--- config.mk ---
export PLATFORM = sky130hd
export DESIGN_NAME = bioz_siggen_dacctrl_param
export DESIGN_NICKNAME = d
export VERILOG_FILES = /design/src/rtl/bioz_siggen_pkg.sv /design/src/rtl/bioz_siggen_phase_decode.sv /design/src/rtl/bioz_siggen_dacctrl_param.sv
export SDC_FILE = /design/constraint.sdc
export NUM_CORES = 1
export LEC_CHECK = 0
export ABC_AREA = 0
export CORE_ASPECT_RATIO = 0.75
export CORE_MARGIN = 3
export CORE_UTILIZATION = 51
export DETAILED_ROUTE_END_ITERATION = 6
export GPL_TIMING_DRIVEN = 1
export PLACE_DENSITY = 0.77
export SKIP_LAST_GASP = 1
export SYNTH_ARGS = -nofsm -noshare
export SYNTH_HDL_FRONTEND = slang
export SYNTH_SLANG_ARGS = --single-unit
--- constraint.sdc ---
create_clock -name Clk -period 2.5 [get_ports Clk]
set_input_delay 0.25 -clock Clk [delete_from_list [all_inputs] [get_ports Clk]]
set_output_delay 0.25 -clock Clk [all_outputs]
set_load 0.005 [all_outputs]
--- src/rtl/bioz_siggen_pkg.sv ---
// Shared types for the BioZ excitation DAC sequencer:
// FSM states, StepSel encodings and the StepSel -> stride lookup.
package bioz_siggen_pkg;

    typedef enum logic [1:0] {
        IDLE     = 2'd0,
        RUN      = 2'd1,
        STOPPING = 2'd2
    } state_t;

    localparam logic [1:0] STEP_X1     = 2'b00;
    localparam logic [1:0] STEP_X2     = 2'b01;
    localparam logic [1:0] STEP_X4     = 2'b10;
    localparam logic [1:0] STEP_X1_ALT = 2'b11;

    function automatic logic [2:0] stride_of(input logic [1:0] sel);
        logic [2:0] s;
        s = 3'd1;
        unique case (sel)
            STEP_X1:     s = 3'd1;
            STEP_X2:     s = 3'd2;
            STEP_X4:     s = 3'd4;
            STEP_X1_ALT: s = 3'd1;
        endcase
        return s;
    endfunction

endpackage

--- src/rtl/bioz_siggen_phase_decode.sv ---
// Phase -> one-hot DAC level and I/Q reference decode (combinational).
// Ports: phase (in), idle (in, forces midscale), p (one-hot), ip, qp.
module bioz_siggen_phase_decode
    import bioz_siggen_pkg::*;
#(
    parameter int LEVELS = 8
) (
    input  logic [$clog2(4*LEVELS)-1:0] phase,
    input  logic                        idle,
    output logic [2*LEVELS:0]           p,
    output logic                        ip,
    output logic                        qp
);

    localparam int PHW = $clog2(4*LEVELS);
    localparam int IW  = PHW - 2;
    localparam int PW  = 2*LEVELS + 1;
    localparam int BW  = $clog2(PW);
    localparam logic [IW:0]   LV_M = LEVELS[IW:0];
    localparam logic [BW-1:0] LV_B = LEVELS[BW-1:0];

    logic [1:0]    q;
    logic [IW-1:0] idx;
    logic [IW:0]   m;
    logic [BW-1:0] pos;

    assign q   = phase[PHW-1:PHW-2];
    assign idx = phase[IW-1:0];

    always_comb begin
        // Odd quadrants walk the magnitude back down from the peak.
        m   = q[0] ? (LV_M - {1'b0, idx}) : {1'b0, idx};
        pos = '0;
        if (m != '0) begin
            pos = q[1] ? (LV_B + BW'(m)) : BW'(m);
        end
        p  = PW'(1);
        ip = 1'b0;
        qp = 1'b0;
        if (!idle) begin
            p  = PW'(1) << pos;
            ip = ~q[1];
            qp = q[1] ^ q[0];
        end
    end

endmodule

--- src/rtl/bioz_siggen_dacctrl_param.sv ---
// BioZ excitation DAC sequencer: prescaled phase counter, stride select,
// graceful zero-crossing stop, registered one-hot P and I/Q references.
// Ports: Clk, Resetn, Enable, StepSel, DivRatio -> P, IP/IN, QP/QN,
// Running, PeriodDone.
module bioz_siggen_dacctrl_param
    import bioz_siggen_pkg::*;
#(
    parameter int LEVELS = 8,
    parameter int DIV_W  = 8
) (
    input  logic               Clk,
    input  logic               Resetn,
    input  logic               Enable,
    input  logic [1:0]         StepSel,
    input  logic [DIV_W-1:0]   DivRatio,
    output logic [2*LEVELS:0]  P,
    output logic               IP,
    output logic               IN,
    output logic               QP,
    output logic               QN,
    output logic               Running,
    output logic               PeriodDone
);

    localparam int PHW = $clog2(4*LEVELS);
    localparam int PW  = 2*LEVELS + 1;

    state_t           state;
    logic [DIV_W-1:0] presc;
    logic [PHW-1:0]   phase;
    logic [PHW-1:0]   phase_nx;
    logic [2:0]       stride;
    logic             active;
    logic             tick;
    logic             wrap;
    logic             wrapped;
    logic [PW-1:0]    p_dec;
    logic             ip_dec;
    logic             qp_dec;

    assign active   = (state != IDLE);
    assign tick     = active && (presc == DivRatio);
    assign phase_nx = phase + PHW'(stride);
    assign wrap     = tick && (phase_nx == '0);

    bioz_siggen_phase_decode #(
        .LEVELS(LEVELS)
    ) u_dec (
        .phase(phase),
        .idle (!active),
        .p    (p_dec),
        .ip   (ip_dec),
        .qp   (qp_dec)
    );

    always_ff @(posedge Clk or negedge Resetn) begin
        if (!Resetn) begin
            state   <= IDLE;
            presc   <= '0;
            phase   <= '0;
            stride  <= 3'd1;
            wrapped <= 1'b0;
        end else begin
            wrapped <= wrap;
            if (tick) begin
                phase <= phase_nx;
            end
            // A shrinking DivRatio below presc lets presc roll over at max.
            if (!active || tick) begin
                presc <= '0;
            end else begin
                presc <= presc + 1'b1;
            end
            // Stride only changes at a period boundary.
            if ((!active && Enable) || wrap) begin
                stride <= stride_of(StepSel);
            end
            unique case (state)
                IDLE: begin
                    if (Enable) state <= RUN;
                end
                RUN: begin
                    if (!Enable) state <= STOPPING;
                end
                STOPPING: begin
                    if (Enable) state <= RUN;
                    else if (wrap) state <= IDLE;
                end
                default: state <= IDLE;
            endcase
        end
    end

    // Output stage lags the phase register by one cycle.
    always_ff @(posedge Clk or negedge Resetn) begin
        if (!Resetn) begin
            P          <= PW'(1);
            IP         <= 1'b0;
            QP         <= 1'b0;
            Running    <= 1'b0;
            PeriodDone <= 1'b0;
        end else begin
            P          <= p_dec;
            IP         <= ip_dec;
            QP         <= qp_dec;
            Running    <= active;
            PeriodDone <= wrapped;
        end
    end

    assign IN = ~IP;
    assign QN = ~QP;

endmodule
## Word level (Yosys, flattened, before mapping)

Cells that the tools add are included.

| word-level totals | value |
|---|---|
| flip-flop bits (word level) | 40 |
| output and inout bits | 23 |
| word-level logic and storage cells | 54 |
| input port bits | 13 |

| cells by class | value |
|---|---|
| muxes and demuxes | 13 |
| bitwise operators | 4 |
| add/sub/neg operators | 4 |
| equality and inequality tests | 9 |
| reductions and logical operators | 13 |
| shift-type cells | 1 |

Operator list:

| cell | count |
|---|---|
| 17-bit 2-to-1 mux | 1 |
| 1-bit by 5-bit left shift with 17-bit output (first input constant) | 1 |
| 5-bit 2-to-1 mux | 2 |
| 3-bit one-hot mux with 3 select lines | 1 |
| 8-bit by 1-bit adder with 8-bit output (second input constant) | 1 |
| 8-bit == test | 1 |
| 2-bit 2-to-1 mux | 4 |
| 8-bit 2-to-1 mux | 1 |
| 2-bit == test (second input constant) | 3 |
| 2-bit one-hot mux with 3 select lines | 1 |
| 4-bit by 4-bit adder with 5-bit output (first input constant) | 1 |
| 5-bit by 3-bit adder with 5-bit output | 1 |
| 5-bit zero test | 1 |
| 2-bit by 1-bit == test with 1-bit output (second input constant) | 2 |
| 2-bit zero test | 2 |
| 4-bit 2-to-1 mux | 1 |
| 2-bit != test (second input constant) | 2 |
| 4-bit nonzero test | 1 |
| 4-bit by 3-bit subtractor with 4-bit output (first input constant) | 1 |
| 1-bit logical AND | 3 |
| 3-bit != test (second input constant) | 1 |
| 1-bit inverter | 3 |
| 3-bit AND reduction | 1 |
| 1-bit logical OR | 2 |
| other kinds (5) | 6 |

## Longest topological paths before layout

Gate-level depths: netlist of the first run.

| logic depth | value |
|---|---|
| depth after elaboration | 7 |
| depth in mapped cells | 9 |

## Cells and area by module

Synthesis of the first run repeated with hierarchy kept, for this count alone.

| second synthesis, totals | value |
|---|---|
| cell total of the unflattened synthesis | 190 |
| area, all modules | 2085.8 µm² |

Modules (own cells, without submodules):

| module | times used | area each (µm²) | cells an instance | sequential area each (µm²) |
|---|---|---|---|---|
| bioz_siggen_dacctrl_param | 1 | 1674.1 | 134 | 1003.5 |
| bioz_siggen_phase_decode | 1 | 411.6 | 56 | 0.0 |

## Least setup slack after synthesis of the first run

Ideal clock, no wire load.

| timing path | value |
|---|---|
| path type | reg2reg |
| start | register stride[0] |
| end | register stride[1] |
| cell stages (with the launch flop) | 9 |
| slack | 0.245 ns |
| arrival time | 2.128 ns |
| clock period less this slack | 2.255 ns |
| cell sequence | dfstp_2 > ha_1 > inv_1 > fa_1 > xnor2_1 > nor3_1 > a311oi_2 > o31ai_4 > mux2_1 |

| on the way | value |
|---|---|
| word-level cells in the longest chain between the ends | 4 |

Ends and longest elaborated chain:

| element | RTL line | source |
|---|---|---|
| start, declared | bioz_siggen_dacctrl_param.sv:32 | `logic [2:0] stride;` |
| start signal, assigned | bioz_siggen_dacctrl_param.sv:76 | `stride <= stride_of(StepSel);` |
| 5-bit by 3-bit adder with 5-bit output | bioz_siggen_dacctrl_param.sv:43 | `assign phase_nx = phase + PHW'(stride);` |
| 5-bit zero test | bioz_siggen_dacctrl_param.sv:44 | `assign wrap = tick && (phase_nx == '0);` |
| 1-bit logical AND | bioz_siggen_dacctrl_param.sv:44 |  |
| 1-bit logical OR | bioz_siggen_dacctrl_param.sv:75 | `if ((!active && Enable) \|\| wrap) begin` |

No other way between the ends.
A chain may end at the register's enable or synchronous reset.

## Final worst setup path of the first run

Ends and elaborated chain as after synthesis.

==> results.toml, run 1 <==
[finish]
antenna_cells = 0
regArea_um2 = 1000
multi_input_area_um2 = 891
mostFrequentLayoutCell = "dfrtp_1"
nets = 239
instances_no_fill = 268
fill_cells = 262
area_growth_pct = 29.3
drive_gt1_share_pct = 11.9
finalInstanceArea_um2 = 2510
final_cell_mix = "38 x dfrtp_1, 34 x clkdlybuf4s50_1, 21 x nor2_1"

[cts]
clockBufferDepth = 2
clkLatencyLatePin_ns = 0.28
cts_buffers = 5
h-tree-depth = 2
cts_tree = "done"
cts_root_buffer = "clkbuf_8"
clock_sinks = 40
cts.clk_slew.worst_paths_ns = 0.08

[timing]
finalSetupViolations = 0
worst_pin_slew_ns = 0.834
period_minus_slack_ns = 2.43
finalHoldViolations = 0
final.setup.tns_ns = 0
slew_violations = 0
slew_headroom_pct = 44.4
skew_ns = 0.00669
fmax_mhz = 412
finalCritPeriodShare_pct = 97.0

[critical_path]
r2r_end = "stride[1]$_DFFE_PN0P_"
r2r_slack_ns = 0.07
crit_arrival_ns = 2.59
crit_path_end_kind = "register"
rr_worst_depth = 8
crit_slowest_cell = "dfstp_2"
start_kind = "register"
slowest_delay_ns = 0.53
crit_chain = "ha_1 -> inv_1 -> fa_2 -> nor2b_1 -> nand2b_1 -> a311oi_2 -> o31ai_4 -> mux2_1"
crit_family = "adder cells"
cp_max_fo = 4
path_class = "register to register"
cp.required_ns = 2.66
reg2reg_from = "stride[0]$_DFFE_PN1P_"
critPathBufInv = 1

[placement]
globalplace.congestion = 0.895
placed_cells = 259
io_buffers = 35
dp_hpwl_um = 2730
place_area_um2 = 2350

[floorplanning]
row_count = 18
die_w_um = 77.3
start_util_pct = 56.0
core_area_um2 = 3470
die_y_um = 59.4
num_io_pins = 36
dieArea_um2 = 4590

[global_route]
antenna_found_initial = 0
grtUsageMet1_pct = 22.7
grt_use_met2_pct = 33.7
grt_first_pass_wirelength_um = 6630
busiest_layer = "met2"
grt_max_degree = 41
grt_pass1_vias = 1444
grt.total_usage_pct = 18.7
globalRouteOverflowTotal = 0
grtUsageMet3_pct = 4.26

[logic_synthesis]
synth_top_family_by_area = "simple AND/OR/NAND/NOR gates"
syn_area_per_cell_um2 = 11.1
syn_area_um2 = 1940
postSynthCellCount = 175
yosys-top-cells-area = "dfrtp_1 49%, xor2_1 6.8%, ha_1 5.2%"
seq_area_frac_synth_pct = 51.7
yosysTopAreaCellShare_pct = 49.0
ys_types = 37
synth-seq-cells = 40
yosys_warnings = 0
muxShareOfSynthArea_pct = 3.41
synth_fa_ha_area_share_pct = 6.19
synthesis.nets = 197
synth-xor-area-share_pct = 8.57
synth_top_cell_by_area = "dfrtp_1"
synth-compound-area-share_pct = 6.70
yosys.area_share.simple_pct = 20.0

[routing]
drt_first_pass_iters = 4
first_iter_violations = 121
vias = 1410
vias_per_cell = 5.26
antenna_left = 0
drc_errors = 0
drt-total-wl_um = 3880
avgRoutedWirePerCell_um = 14.5

[power]
leakage_nw = 1.12
power_density_nw_per_um2 = 649
peakVddDrop_mv = 0.509
p_total_mw = 1.63

[status]
status = "completed"

[hold_path]
hold_class = "input port to asynchronous set/reset pin"

[run]
maxCapViolCount = 0
flip-flops by register name, summed over array words and instances, names as in the netlist:
name,flops
Running,1
stride,3
phase,5
PeriodDone,1
P,17
QP,1
state,2
IP,1
wrapped,1
presc,8
through the flow:
stage	util (%)	hold slack [ns]	setup slack (ns)
after floorplan	-	-0.0456	0.245
after global placement	67.7	0.334	0.164
after detailed placement	67.7	0.342	0.0477
after CTS	71.6	0.0884	0.0116
after global routing	72.4	0.135	-0.00421
final	72.4	0.0650	0.0740
worst reg2reg max path, delay by kind of cell, from the launching register on:
family	cells	cell delay, ns
mux	1	0.35
flops	1	0.53
buf+inv	1	0.07
compound gates	2	0.51
simple gates	2	0.30
fa+ha+maj	2	0.55
Yosys cell counts, drive strengths merged:
cell    count
a21boi      1
a21oi       5
a311oi      1
a31o        1
a31oi       1
and2        2
and3        3
buf         1
clkbuf      3
dfrtp      38
dfstp       2
fa          1
ha          8
inv        12
mux2        5
mux2i       1
nand2       5
nand2b      4
nand3      10
nand3b      4
nor2       21
nor2b       2
nor3        6
nor3b       1
nor4        6
nor4b       2
o21a        1
o21ai       6
o311ai      1
o31ai       1
or3         1
xnor2       4
xor2       15
cell type report:
cell class,count,share of cell area (%)
sequential,40,40.0
clock buffer,6,2.89
clock inverter,2,2.39
inverter,12,1.79
timing repair buffer,39,15.0
tap,50,2.49
multi-input combinational,119,35.5
timing repair:
action,in CTS,in global routing
resized for setup,0,4
hold buffers,0,0
setup endpoints to repair,0,3
setup buffers,0,1
cell families after synthesis:
group | count (synthesis)
AO/OA/AOI/OAI | 18
adder cells (fa/ha/maj) | 9
XOR/XNOR | 19
flip-flops | 40
buffers and inverters | 16
AND/OR/NAND/NOR | 67
multiplexers | 6
metal layers:
| metal | up-vias | routed length (um) |
|---|---|---|
| met4 | 0 | 20 |
| met2 | 51 | 1950 |
| met3 | 4 | 212 |
| met1 | 678 | 1700 |
| met5 | - | 0 |
| li1 | 677 | - |
power breakdown:
| group | internal (mW) | switching (mW) |
|---|---|---|
| registers | 0.689 | 0.0375 |
| clock network | 0.399 | 0.205 |
| logic | 0.135 | 0.162 |
| total | 1.22 | 0.404 |
worst max path at each step:
stage	cells past startpoint	slack, ns	endpoint	from
floorplan	8	0.24	stride[1]$_DFFE_PN0P_	stride[0]$_DFFE_PN1P_
global placement	8	0.16	stride[2]$_DFFE_PN0P_	stride[0]$_DFFE_PN1P_
detailed placement	8	0.05	stride[1]$_DFFE_PN0P_	stride[0]$_DFFE_PN1P_
CTS	8	0.01	stride[1]$_DFFE_PN0P_	stride[0]$_DFFE_PN1P_
global route	8	-0.004	stride[1]$_DFFE_PN0P_	stride[0]$_DFFE_PN1P_
finish	8	0.07	stride[1]$_DFFE_PN0P_	stride[0]$_DFFE_PN1P_
Note: power is estimated with default switching activity, not from simulation.
==> run 2: changes to the inputs <==
--- a/config.mk
+++ b/config.mk
@@ -8,11 +8,12 @@
 export ABC_AREA = 0
 export CORE_ASPECT_RATIO = 0.75
 export CORE_MARGIN = 3
-export CORE_UTILIZATION = 51
+export CORE_UTILIZATION = 52
 export DETAILED_ROUTE_END_ITERATION = 6
 export GPL_TIMING_DRIVEN = 1
-export PLACE_DENSITY = 0.77
+export PLACE_DENSITY = 0.78
 export SKIP_LAST_GASP = 1
 export SYNTH_ARGS = -nofsm -noshare
 export SYNTH_HDL_FRONTEND = slang
+export SYNTH_HIERARCHICAL = 1
 export SYNTH_SLANG_ARGS = --single-unit
==> run 2 against run 1 <==
  * Sequential share of layout area fell by 1.5 points
  * Non-clock buffer count fell by 2
  * Register-to-register slack improved by 0.15 ns
  * Worst setup slack improved by 0.15 ns
  * Clock skew fell by 0.0016 ns
  * Global-route usage fell by 0.16 points
  * Critical endpoint unchanged
  * Power rose by 4.1%
  * Clock-buffer cell count rose by 1
==> results.toml, run 2 <==
[logic_synthesis]
synth-seq-cells = 40
ys_types = 49
seq_area_frac_synth_pct = 48.1
synthesis.nets = 212
syn_area_um2 = 2090
synth_edf_count = 0
postSynthCellCount = 190
synth_common_cells = "38 x dfrtp_1, 21 x nor2_1, 13 x inv_1, 13 x xnor2_1, 12 x nand2_1"
yosysMostFrequentCell = "dfrtp_1"
yosysTopAreaCellShare_pct = 45.6
synth_top_cell_by_area = "dfrtp_1"
yosys_warnings = 6
synth_flop_cell = "dfrtp_1"
async_flop_share_pct = 100
yosys-top-cells-area = "dfrtp_1 46%, xnor2_1 5.5%, ha_1 4.8%"
syn_area_per_cell_um2 = 11.0

[critical_path]
crit_slowest_cell = "dfrtp_1"
crit_arrival_ns = 2.50
rr_worst_depth = 7
endpoint = "stride[1]$_DFFE_PN0P_"
path_class = "register to register"
crit_path_start = "phase[1]$_DFFE_PN0P_"
slowest_delay_ns = 0.55
cp.required_ns = 2.72
start_kind = "register"
cp_max_fo = 9
r2r_slack_ns = 0.22
r2r_end = "stride[1]$_DFFE_PN0P_"
crit_path_end_kind = "register"
reg2reg_from = "phase[1]$_DFFE_PN0P_"
crit_chain = "inv_1 -> fa_1 -> xor2_1 -> nand3b_1 -> nor3b_1 -> o211ai_1 -> o211ai_2"

[timing]
finalCritPeriodShare_pct = 91.2
finalHoldViolations = 0
final.setup.tns_ns = 0
slew_headroom_pct = 44.4
fmax_mhz = 439
worst_pin_slew_ns = 0.834
finalSetupViolations = 0
hold_slack_ns = 0.0564
period_minus_slack_ns = 2.28
skew_ns = 0.00508
slew_violations = 0
rsz0062_at_grt = "no"

[cts]
cts.clk_slew.worst_paths_ns = 0.07
post_cts_buffers = 0
cts_root_buffer = "clkbuf_8"
clock_sinks = 40
postCtsHoldBufs = 0
cts_tree = "done"
h-tree-depth = 2
clockBufferDepth = 2
clkLatencyLatePin_ns = 0.29
cts_resized = 0
cts_buffers = 5

[finish]
mostFrequentLayoutCell = "dfrtp_1"
drive_gt1_share_pct = 13.9
antenna_cells = 0
final_cell_mix = "38 x dfrtp_1, 34 x clkdlybuf4s50_1, 21 x nor2_1"
area_growth_pct = 25.1
largest_register = "P"
largest_reg_flops = 17
utilization_pct = 69.5
nets = 251
top_regs = "P: 17 flops, presc: 8 flops, phase: 5 flops"
instances_no_fill = 282

[floorplanning]
dieArea_um2 = 4820
start_util_pct = 55.5
row_count = 19
core_area_um2 = 3760
die_y_um = 60.9
die_w_um = 79.1
num_io_pins = 36

[routing]
met3_length_um = 157
first_iter_violations = 71
vias_per_cell = 5.33
drt_first_pass_iters = 4
drc_errors = 0
vias = 1502
highest_layer = "met4"
wl_met2_um = 2050
wl_met1_um = 1770
avgRoutedWirePerCell_um = 14.3
drt-total-wl_um = 4040
antenna_left = 0

[global_route]
globalRouteOverflowTotal = 0
antenna_found_initial = 0
grt_pass1_vias = 1460
grt.total_usage_pct = 18.5
grt_max_degree = 41
grt_first_pass_wirelength_um = 6710

[status]
status = "completed"

[hold_path]
hold_class = "input port to asynchronous set/reset pin"

[placement]
globalplace.congestion = 0.800
io_buffers = 35
dp_hpwl_um = 3080
placed_cells = 274

[power]
power_density_nw_per_um2 = 649
p_total_mw = 1.69
peakVddDrop_mv = 0.517
power.switching_mw = 0.462
leakage_nw = 1.15
seq_power_share_pct = 44.7
pwr-share-clk_pct = 32.8
comb_power_share_pct = 22.4
switching_share_pct = 27.3
intPower_mw = 1.23

[run]
maxCapViolCount = 0
## run 2: cell types whose count changed after synthesis, sizes merged, moves of 4 or more
cell / change
xor2: -8
nand2: +7
xnor2: +9
o21ai: -4
o211ai: +7
mux2: -4
## run 2: per-layer routing
layer,up-vias,GRT usage [%]
met5,-,0
met2,40,32.9
met3,9,4.01
met4,0,8.09
met1,712,22.3
li1,741,-
## run 2: power groups by stage
stage | clock network [mW] | registers [mW] | logic, mW
4_1_cts | 0.570 | 0.759 | 0.380
2_1_floorplan | 0 | 0.757 | 0.255
6_report | 0.557 | 0.758 | 0.380
5_1_grt | 0.593 | 0.766 | 0.420
3_3_place_gp | 0 | 0.766 | 0.361
3_5_place_dp | 0 | 0.771 | 0.374
## run 2: final cells by class
cell class	instances	area [um2]
Fill cell	284	1150
Sequential cell	40	1000
Timing Repair Buffer	37	360
Inverter	14	52.6
Multi-Input combinational cell	131	1000
Clock buffer	7	96.3
Clock inverter	1	30.0
Tap cell	52	65.1
## run 2: cell families after synthesis
| logic type | synth area share, % |
|---|---|
| fa+ha+maj | 5.76 |
| flops | 48.1 |
| simple gates | 21.7 |
| buf+inv | 3.84 |
| compound gates | 11.2 |
| xor+xnor | 8.40 |
| mux | 1.02 |
## run 2: how the worst min path moves through the flow
| stage | startpoint | endpoint | slack (ns) |
|---|---|---|---|
| floorplan | Resetn | IP$_DFF_PN0_ | -0.05 |
| global placement | wrapped$_DFF_PN0_ | PeriodDone$_DFF_PN0_ | 0.35 |
| detailed placement | wrapped$_DFF_PN0_ | PeriodDone$_DFF_PN0_ | 0.34 |
| CTS | Resetn | presc[0]$_DFF_PN0_ | 0.08 |
| global route | Resetn | presc[5]$_DFF_PN0_ | 0.13 |
| finish | Resetn | P[1]$_DFF_PN0_ | 0.06 |
## run 2: worst max-delay path: cells and delay by family, from the launching register on
kind / cells / cell delay (ns)
DFF: 1 / 0.55
adders and majority gates: 1 / 0.53
and+or+nand+nor: 2 / 0.51
AOI/OAI and AO/OA: 2 / 0.25
xor gates and xnor gates: 1 / 0.24
buffers and inverters: 1 / 0.14
## run 2: metrics by stage
stage                     area, um2  setup WS [ns]
after floorplan                2090          0.472
final                          2610          0.220
after global routing           2610          0.115
after CTS                      2610          0.247
after global placement         2480          0.418
after detailed placement       2480          0.278
